==> src/rtl/uart_pkg.sv <==
// Shared UART definitions: receiver FSM states, default rates, majority helper.
// Latency: n/a (declarations only).
// Backpressure: n/a.
package uart_pkg;

    // Default system clock and line rate, shared with the transmit-side baud generator
    localparam int unsigned CLK_HZ_DEF = 12_000_000;
    localparam int unsigned BAUD_DEF   = 9600;

    // Default oversample factor (must be even and at least 8)
    localparam int unsigned OVS_DEF    = 16;

    // Receiver FSM states; codes 5..7 are unused and recover to IDLE
    typedef enum logic [2:0] {
        IDLE      = 3'd0,
        START     = 3'd1,
        DATA      = 3'd2,
        STOP      = 3'd3,
        WAIT_HIGH = 3'd4
    } rx_state_e;

    // Two-out-of-three vote used on the mid-bit samples
    function automatic logic maj3(input logic a, input logic b, input logic c);
        return (a & b) | (a & c) | (b & c);
    endfunction

endpackage

==> src/rtl/uart_os_tick.sv <==
// Oversample tick divider: one-cycle tick every DIV clocks, synchronous clear.
// Latency: first tick DIV cycles after clr drops.
// Backpressure: none; free-running while clr is low.
module uart_os_tick #(
    parameter int unsigned DIV = 78
) (
    input  logic clk,
    input  logic rst,
    input  logic clr,
    output logic tick
);

    localparam int unsigned CW = (DIV > 1) ? $clog2(DIV) : 1;
    localparam logic [CW-1:0] LAST = CW'(DIV - 1);

    logic [CW-1:0] cnt_q;
    logic [CW-1:0] cnt_d;

    assign tick  = (cnt_q == LAST);
    assign cnt_d = (clr || tick) ? '0 : cnt_q + CW'(1);

    // Divider counter: held at zero while cleared so timing aligns to the release
    always_ff @(posedge clk or negedge rst) begin
        if (!rst) begin
            cnt_q <= '0;
        end else begin
            cnt_q <= cnt_d;
        end
    end

endmodule

==> src/rtl/uart_rx_core.sv <==
// UART receiver: 2-flop sync, OVS oversampling, 3-sample majority, LSB-first, stop check.
// Latency: rx_valid rises 1 cycle after the mid-stop-bit decision tick (+2 sync cycles).
// Backpressure: single holding register; an unconsumed byte is overwritten and rx_overrun pulses.
module uart_rx_core
    import uart_pkg::*;
#(
    parameter int unsigned CLK_HZ = CLK_HZ_DEF,
    parameter int unsigned BAUD   = BAUD_DEF,
    parameter int unsigned OVS    = OVS_DEF
) (
    input  logic       clk,
    input  logic       rst,
    input  logic       rx_in,
    input  logic       rx_ready,
    output logic [7:0] rx_data,
    output logic       rx_valid,
    output logic       rx_frame_err,
    output logic       rx_overrun,
    output logic       rx_busy
);

    // Clocks per oversample tick (truncated)
    localparam int unsigned DIV = CLK_HZ / (BAUD * OVS);
    localparam int unsigned OW  = $clog2(OVS);

    // Sample points around mid-bit, and the end-of-bit position
    localparam logic [OW-1:0] OS_S0   = OW'(OVS / 2 - 1);
    localparam logic [OW-1:0] OS_S1   = OW'(OVS / 2);
    localparam logic [OW-1:0] OS_S2   = OW'(OVS / 2 + 1);
    localparam logic [OW-1:0] OS_LAST = OW'(OVS - 1);

    logic            sync1_q;
    logic            sync2_q;
    logic            rxs;
    logic            tick;
    logic            tick_clr;

    rx_state_e       state_q;
    logic [OW-1:0]   os_cnt_q;
    logic [2:0]      bit_cnt_q;
    logic [1:0]      smp_q;
    logic            maj_q;
    logic            maj_d;
    logic [7:0]      shreg_q;
    logic [7:0]      rx_data_q;
    logic            rx_valid_q;
    logic            frame_err_q;
    logic            overrun_q;
    logic            busy_q;

    assign rxs = sync2_q;

    // Bit timing restarts from zero at the start edge
    assign tick_clr = (state_q == IDLE);

    uart_os_tick #(
        .DIV(DIV)
    ) u_os_tick (
        .clk (clk),
        .rst (rst),
        .clr (tick_clr),
        .tick(tick)
    );

    // Vote uses the two stored samples plus the live third sample, so the
    // decision can be taken on the same tick that the third sample arrives
    assign maj_d = maj3(smp_q[0], smp_q[1], rxs);

    // Two-flop synchroniser; resets to the idle-high line level
    always_ff @(posedge clk or negedge rst) begin
        if (!rst) begin
            sync1_q <= 1'b1;
            sync2_q <= 1'b1;
        end else begin
            sync1_q <= rx_in;
            sync2_q <= sync1_q;
        end
    end

    // Receive FSM with oversample counter, sampling, deserialiser and output holding register
    always_ff @(posedge clk or negedge rst) begin
        if (!rst) begin
            state_q     <= IDLE;
            os_cnt_q    <= '0;
            bit_cnt_q   <= '0;
            smp_q       <= '0;
            maj_q       <= 1'b0;
            shreg_q     <= '0;
            rx_data_q   <= '0;
            rx_valid_q  <= 1'b0;
            frame_err_q <= 1'b0;
            overrun_q   <= 1'b0;
            busy_q      <= 1'b0;
        end else begin
            // Flag outputs are single-cycle pulses
            frame_err_q <= 1'b0;
            overrun_q   <= 1'b0;

            // Consumer handshake; a load later in this block takes priority
            if (rx_valid_q && rx_ready) begin
                rx_valid_q <= 1'b0;
            end

            // Oversample position and mid-bit sample capture
            if (tick && (state_q != IDLE)) begin
                os_cnt_q <= (os_cnt_q == OS_LAST) ? '0 : os_cnt_q + OW'(1);
                if (os_cnt_q == OS_S0) smp_q[0] <= rxs;
                if (os_cnt_q == OS_S1) smp_q[1] <= rxs;
                if (os_cnt_q == OS_S2) maj_q    <= maj_d;
            end

            case (state_q)
                IDLE: begin
                    os_cnt_q  <= '0;
                    bit_cnt_q <= '0;
                    if (!rxs) begin
                        state_q <= START;
                        busy_q  <= 1'b1;
                    end
                end

                START: begin
                    if (tick) begin
                        if ((os_cnt_q == OS_S2) && maj_d) begin
                            // Line back high by mid start bit: noise, not a frame
                            state_q <= IDLE;
                            busy_q  <= 1'b0;
                        end else if (os_cnt_q == OS_LAST) begin
                            state_q   <= DATA;
                            bit_cnt_q <= '0;
                        end
                    end
                end

                DATA: begin
                    if (tick && (os_cnt_q == OS_LAST)) begin
                        shreg_q   <= {maj_q, shreg_q[7:1]};
                        bit_cnt_q <= bit_cnt_q + 3'd1;
                        if (bit_cnt_q == 3'd7) begin
                            state_q <= STOP;
                        end
                    end
                end

                STOP: begin
                    // Decide at mid stop bit so a following start edge is not missed
                    if (tick && (os_cnt_q == OS_S2)) begin
                        if (maj_d) begin
                            rx_data_q  <= shreg_q;
                            rx_valid_q <= 1'b1;
                            overrun_q  <= rx_valid_q && !rx_ready;
                            state_q    <= IDLE;
                            busy_q     <= 1'b0;
                        end else begin
                            frame_err_q <= 1'b1;
                            state_q     <= WAIT_HIGH;
                        end
                    end
                end

                WAIT_HIGH: begin
                    // Break or stuck-low line: wait quietly for the line to return idle
                    if (rxs) begin
                        state_q <= IDLE;
                        busy_q  <= 1'b0;
                    end
                end

                default: begin
                    state_q <= IDLE;
                    busy_q  <= 1'b0;
                end
            endcase
        end
    end

    assign rx_data      = rx_data_q;
    assign rx_valid     = rx_valid_q;
    assign rx_frame_err = frame_err_q;
    assign rx_overrun   = overrun_q;
    assign rx_busy      = busy_q;

endmodule

==> config.mk <==
export PLATFORM = sky130hd
export DESIGN_NAME = uart_rx_core
export DESIGN_NICKNAME = d
export VERILOG_FILES = /design/src/rtl/uart_pkg.sv /design/src/rtl/uart_os_tick.sv /design/src/rtl/uart_rx_core.sv
export SDC_FILE = /design/constraint.sdc
export NUM_CORES = 1
export LEC_CHECK = 0
export CAP_MARGIN = 40
export CORE_ASPECT_RATIO = 2
export CORE_MARGIN = 5
export CORE_UTILIZATION = 40
export CTS_CLUSTER_DIAMETER = 80
export DETAILED_ROUTE_END_ITERATION = 12
export SLEW_MARGIN = 25
export SYNTH_ARGS = -nofsm -noshare
export SYNTH_HDL_FRONTEND = slang
export SYNTH_SLANG_ARGS = --single-unit
==> constraint.sdc <==
create_clock -name clk -period 4.05 [get_ports clk]
set_clock_uncertainty 0.05 [all_clocks]
set_input_delay 0.81 -clock clk [delete_from_list [all_inputs] [get_ports clk]]
set_output_delay 0.81 -clock clk [all_outputs]
set_load 0.01 [all_outputs]
==> out/metrics.cfg, run 1 <==
[status]
status = completed

[power_and_ir_drop]
power.switching_mw = 0.148
comb_power_share = 0.018
pwr_density_cell_mw_per_mm2 = 330
ir_worst_vdd_mv = 0.272
power.leakage_nw = 1.07
p_sw_frac = 0.196
internal_power_mw = 0.607
clock_power_share = 0.424
power_mw = 0.756
seqPwrFrac = 0.558

[sta]
timing.fmax_ghz = 0.459
fin_crit_sh = 0.538
rsz0062_at_grt = no
min_period_ns = 2.18
finalMaxSlewViolations = 0
finalSetupViolations = 0
worstMarginPinSlew_ns = 0.537
relSlewSlack = 0.642
hold_viol_final = 0
finalSetupTns_ns = 0

[critical_path]
endpoint_kind = register
crit_buf_inv = 1
worstPathCellList = inv_1 > ha_1 > and4bb_2 > nand2_1 > nor3_4 > mux2_2
r2r_cells = 6
cp_slowest_stage_delay_ns = 0.51
reg2reg_slack_ns = 1.87
startpoint = u_os_tick.cnt_q[1]
cp_max_fo = 11
required_ns = 4.18
criticalPathCategory = reg -> reg
cpMaxStageDelayCell = nor3_4
path_delay_family = simple AND/OR/NAND/NOR gates
cp.arrival_ns = 2.31
endpoint = rx_data[1]
r2r_start = u_os_tick.cnt_q[1]
cp.depth = 6
critPathLaunchType = register
worstReg2RegEnd = rx_data[1]

[cts]
cts_tree = yes
ctsResizeCount = 0
cts.sinks = 42
clkTransAtPathRegs_ns = 0.08
cts_buffer_depth = 2
htree_levels = 2
postCtsHoldBufs = 0
cts_root_buf = clkbuf_8
post_cts_buffers = 0
worstSkewPairLatency_ns = 0.29
cts_buffers = 5

[finish]
final_nets = 197
syn2layout_area_growth_pct = 14.1
final_cells = 244
fin_util = 0.471
drive_gt1_frac = 0.214
antenna_cells = 0
finish.instance_area_mm2 = 0.00229

[die]
num_rows = 36
fp.dieW_um = 60.1
core_mm2 = 0.00486
ioPinCount = 16
start_util = 0.413
die_area_mm2 = 0.00662
die_height_um = 110

[global_routing]
use_met1 = 0.145
grt-busiest-layer = met2
grt.total_usage = 0.129
grt_first_pass_wirelength_um = 6560
met3_usage = 0.0268
antenna_found_initial = 0
use_met2 = 0.229
overflow = 0
grt_pass1_vias = 1429
grt_start_max_net_pins = 23

[logic_synthesis]
synth_edf_count = 0
synthCells = 172
syn_area_per_cell_um2 = 11.7
yosysWarningCount = 0
async_reset_ff_frac = 1.00
synth_seq_cells = 42
syn_nets = 183
syn_area_mm2 = 0.00201
synth_cell_types = 49
ys_seq_area_frac = 0.525
ys.flop_type = dfrtp_1

[drt]
wl_um = 3620
via_count = 1321
first_iter_violations = 19
viasPerCell = 5.41
ant_nets = 0
first_pass_iters = 4
wl_per_cell_um = 14.8
remaining_drc_errors = 0

[placement]
gp_congestion = 0.819
hpwlAfterDp_um = 2750
place_inst = 236
place_area_mm2 = 0.00218
io_buffers = 15

[worst_hold_path]
hold_class = reg -> reg
hold_depth = 0

[run]
maxCapViolations = 0

==> synthesized netlist by cell type, drive strengths merged, types with 2 or more instances <==
cell type	number	area, um^2
inv	8	30.0
clkbuf	3	12.5
nor4	2	12.5
dfrtp	40	1000
a21oi	5	25.0
and4	2	18.8
nor3	3	26.3
mux2	19	214
nor2	10	37.5
nand4	4	40.0
nand3	7	35.0
o21ai	7	35.0
xor2	5	43.8
dfstp	2	52.6
o211ai	2	15.0
nand2	15	63.8
buf	6	57.6
ha	7	87.6
and2	3	20.0
==> final cells by class <==
class	instances	area, um^2
fillers	457	2570
flip-flops and latches	42	1050
multi-input cells	113	853
repair buffers	16	173
well taps	57	71.3
clock buffers	5	68.8
clock inverters	3	40.0
inverters	8	30.0
==> worst min-delay path by stage <==
stage / start / end / slack, ns
floorplan: sync1_q / rxs / 0.30
global placement: sync1_q / rxs / 0.30
detailed placement: sync1_q / rxs / 0.30
CTS: sync1_q / rxs / 0.31
global route: sync1_q / rxs / 0.32
finish: sync1_q / rxs / 0.31
==> routing by layer <==
metal / share of wire / up-vias
li1: - / 625
met1: 0.38 / 672
met2: 0.57 / 17
met3: 0.028 / 7
met4: 0.019 / 0
met5: 0 / -
==> stage by stage <==
step	setup slack [ns]	hold slack (ns)
6_report	1.87	0.308
5_1_grt	1.70	0.316
4_1_cts	1.86	0.309
3_5_place_dp	1.86	0.298
3_3_place_gp	1.92	0.298
2_1_floorplan	2.21	0.295
==> cell usage in the layout (no fill, tap or decap), types with 2 or more instances in the layout <==
cell	n
o21ai_0	7
nor2_1	10
a21oi_1	5
nand2_1	14
and2_1	2
mux2_2	19
clkdlybuf4s50_1	14
ha_1	7
nand4_1	3
clkinv_2	2
inv_1	8
xor2_1	5
o211ai_1	2
clkbuf_8	5
dfrtp_1	40
nand3_1	7
dfstp_2	2
nor4_1	2
nor3_1	2
==> flip-flops by register name, summed over array words and instances (netlist names) <==
register	count
u_os_tick.cnt_q	7
smp_q	2
bit_cnt_q	3
maj_q	1
shreg_q	8
state_q	3
rx_overrun	1
rx_frame_err	1
os_cnt_q	4
rx_busy	1
sync1_q	1
rx_data	8
rx_valid	1
rxs	1
==> logic make-up after synthesis <==
kind of cell	after synthesis	synth area share
AOI/OAI and AO/OA	22	0.0686
DFF	42	0.525
and+or+nand+nor	57	0.170
adders and majority gates	8	0.0486
xor gates and xnor gates	6	0.0262
muxes	20	0.112
buffers and inverters	17	0.0499
==> power by group through the flow <==
stage | Clock [mW] | Combinational (mW) | Sequential (mW)
after floorplan | 0 | 0.000431 | 0.430
after CTS | 0.333 | 0.0147 | 0.422
after detailed placement | 0 | 0.0147 | 0.430
after global routing | 0.352 | 0.0162 | 0.422
final | 0.320 | 0.0138 | 0.422
after global placement | 0 | 0.0109 | 0.430
==> worst register-to-register path, stage by stage (launching register included) <==
cell,delay (ns)
dfrtp_1,0.41
inv_1,0.07
ha_1,0.13
and4bb_2,0.26
nand2_1,0.26
nor3_4,0.51
mux2_2,0.39
Note: power is estimated with default switching activity, not from simulation.
==> run 2: changes to the inputs <==
Clock period 4.05 ns to 2 ns, I/O delays scaled along.
==> run 2 against run 1 <==
Against the previous run: via count up 0.23%; wire length grew 7.3%; largest power group unchanged; utilization up 2.2 points; register-to-register slack got worse by 1.8 ns; critical path type unchanged; worst setup slack worse by 1.8 ns.
==> out/metrics.cfg, run 2 (synthesis gave the netlist of run 1 again) <==
[global_routing]
grt_pass1_vias = 1396  ; -2.3%
grt_first_pass_wirelength_um = 6670  ; +1.7%
antenna_found_initial = 0  ; unchanged
grt.total_usage = 0.134  ; +0.00482
grt_start_max_net_pins = 43  ; +87%
overflow = 0  ; unchanged

[power_and_ir_drop]
power.leakage_nw = 1.12  ; +5.1%
pwr_density_cell_mw_per_mm2 = 710  ; +120%
power_mw = 1.70  ; +130%
ir_worst_vdd_mv = 0.535  ; +97%

[drt]
viasPerCell = 5.23  ; -3.3%
ant_nets = 0  ; unchanged
first_pass_iters = 4  ; unchanged
wl_um = 3890  ; +7.3%
wl_per_cell_um = 15.4  ; +3.5%
first_iter_violations = 24  ; +5
remaining_drc_errors = 0  ; unchanged
via_count = 1324  ; +0.23%

[sta]
min_period_ns = 1.90  ; -0.281 ns
hold_viol_final = 0  ; unchanged
finalSetupTns_ns = 0  ; unchanged
finalSetupViolations = 0  ; unchanged
fin_crit_sh = 0.949  ; +0.411
finalMaxSlewViolations = 0  ; unchanged
setup_ws_ns = 0.101  ; -1.77 ns
timing.fmax_ghz = 0.527  ; +15%
rsz0062_at_grt = no
relSlewSlack = 0.657  ; +0.0147
hold_ws_ns = 0.101  ; -0.207 ns
worstMarginPinSlew_ns = 0.515  ; -0.0221 ns

[placement]
place_area_mm2 = 0.00224  ; +2.8%
gp_congestion = 0.841  ; +2.7%
hpwlAfterDp_um = 2870  ; +4.3%
pre_cts_slack_ns = 0.0400  ; -1.82 ns
place_inst = 245  ; +3.8%
io_buffers = 15  ; unchanged

[die]
start_util = 0.413  ; unchanged
die_height_um = 110  ; unchanged
die_area_mm2 = 0.00662  ; unchanged
num_rows = 36  ; unchanged
core_mm2 = 0.00486  ; unchanged
fp.dieW_um = 60.1  ; unchanged
ioPinCount = 16  ; unchanged

[cts]
worstSkewPairLatency_ns = 0.29  ; about the same
htree_levels = 2  ; unchanged
ctsResizeCount = 0  ; unchanged
postCtsHoldBufs = 0  ; unchanged
clkTransAtPathRegs_ns = 0.08  ; about the same
cts_tree = yes
post_cts_buffers = 0  ; unchanged
cts_buffers = 5  ; unchanged
cts_root_buf = clkbuf_8
cts.sinks = 42  ; unchanged
cts_buffer_depth = 2  ; unchanged

[worst_hold_path]
hold_class = in -> async

[finish]
layout_commonest_cell = dfrtp_1
finish.instance_area_mm2 = 0.00240  ; +4.8%
antenna_cells = 0  ; unchanged
multi_input_area_um2 = 868  ; +1.8%
seq_area_mm2 = 0.00105  ; unchanged
final_cells = 253  ; +3.7%
fin_util = 0.493  ; +0.0224
layout_common_cells = dfrtp_1 (40), mux2_2 (19), clkdlybuf4s50_1 (14)
nFillCells = 456  ; -0.22%
final_nets = 206  ; +4.6%
syn2layout_area_growth_pct = 19.5
drive_gt1_frac = 0.265  ; +0.0514

[critical_path]
reg2reg_slack_ns = 0.10  ; -1.77 ns
cp_max_fo = 11  ; unchanged
endpoint_kind = register
critPathLaunchType = register
cp.arrival_ns = 2.02  ; -0.29 ns
required_ns = 2.12  ; -2.06 ns
criticalPathCategory = reg -> reg

[run]
maxCapViolations = 0  ; unchanged

[status]
status = completed

==> run 2: area by class of cell <==
type                            count  area share
Clock inverter                      2      0.0250
Clock buffer                        6      0.0344
Inverter                            8      0.0125
Multi-Input combinational cell    113       0.362
Sequential cell                    42       0.439
Timing Repair Buffer               25      0.0970
Tap cell                           57      0.0297
==> run 2: path summary, 6_finish.rpt <==
path / start / to / cells past startpoint
min in group clk: sync1_q / rxs / 0
min reg2reg: sync1_q / rxs / 0
min: rst / os_cnt_q[0] / 2
max reg2reg: u_os_tick.cnt_q[1] / shreg_q[2] / 6
max: u_os_tick.cnt_q[1] / shreg_q[2] / 6
max in group asynchronous: rst / rxs / 2
==> run 2: per-layer routing <==
layer	GRT usage	up-vias	share of wire
met1	0.142	653	0.39
met2	0.245	22	0.55
met3	0.0221	7	0.028
met5	0	-	0
met4	0.0634	0	0.026
li1	-	642	-
==> run 2: worst max-delay path, cell delays in order, from the launching register on <==
cell and delay [ns]:
dfrtp_1 0.41, inv_1 0.06, ha_1 0.13, and4bb_2 0.27
and2_2 0.28, nand4_4 0.24, mux2_2 0.34
==> run 2: report_power, final <==
| part | internal [mW] | switching [mW] | leakage, nW |
|---|---|---|---|
| clock | 0.533 | 0.293 | 0.0714 |
| sequential | 0.852 | 0.00225 | 0.560 |
| combinational | 0.00584 | 0.0164 | 0.489 |
| total | 1.39 | 0.312 | 1.12 |
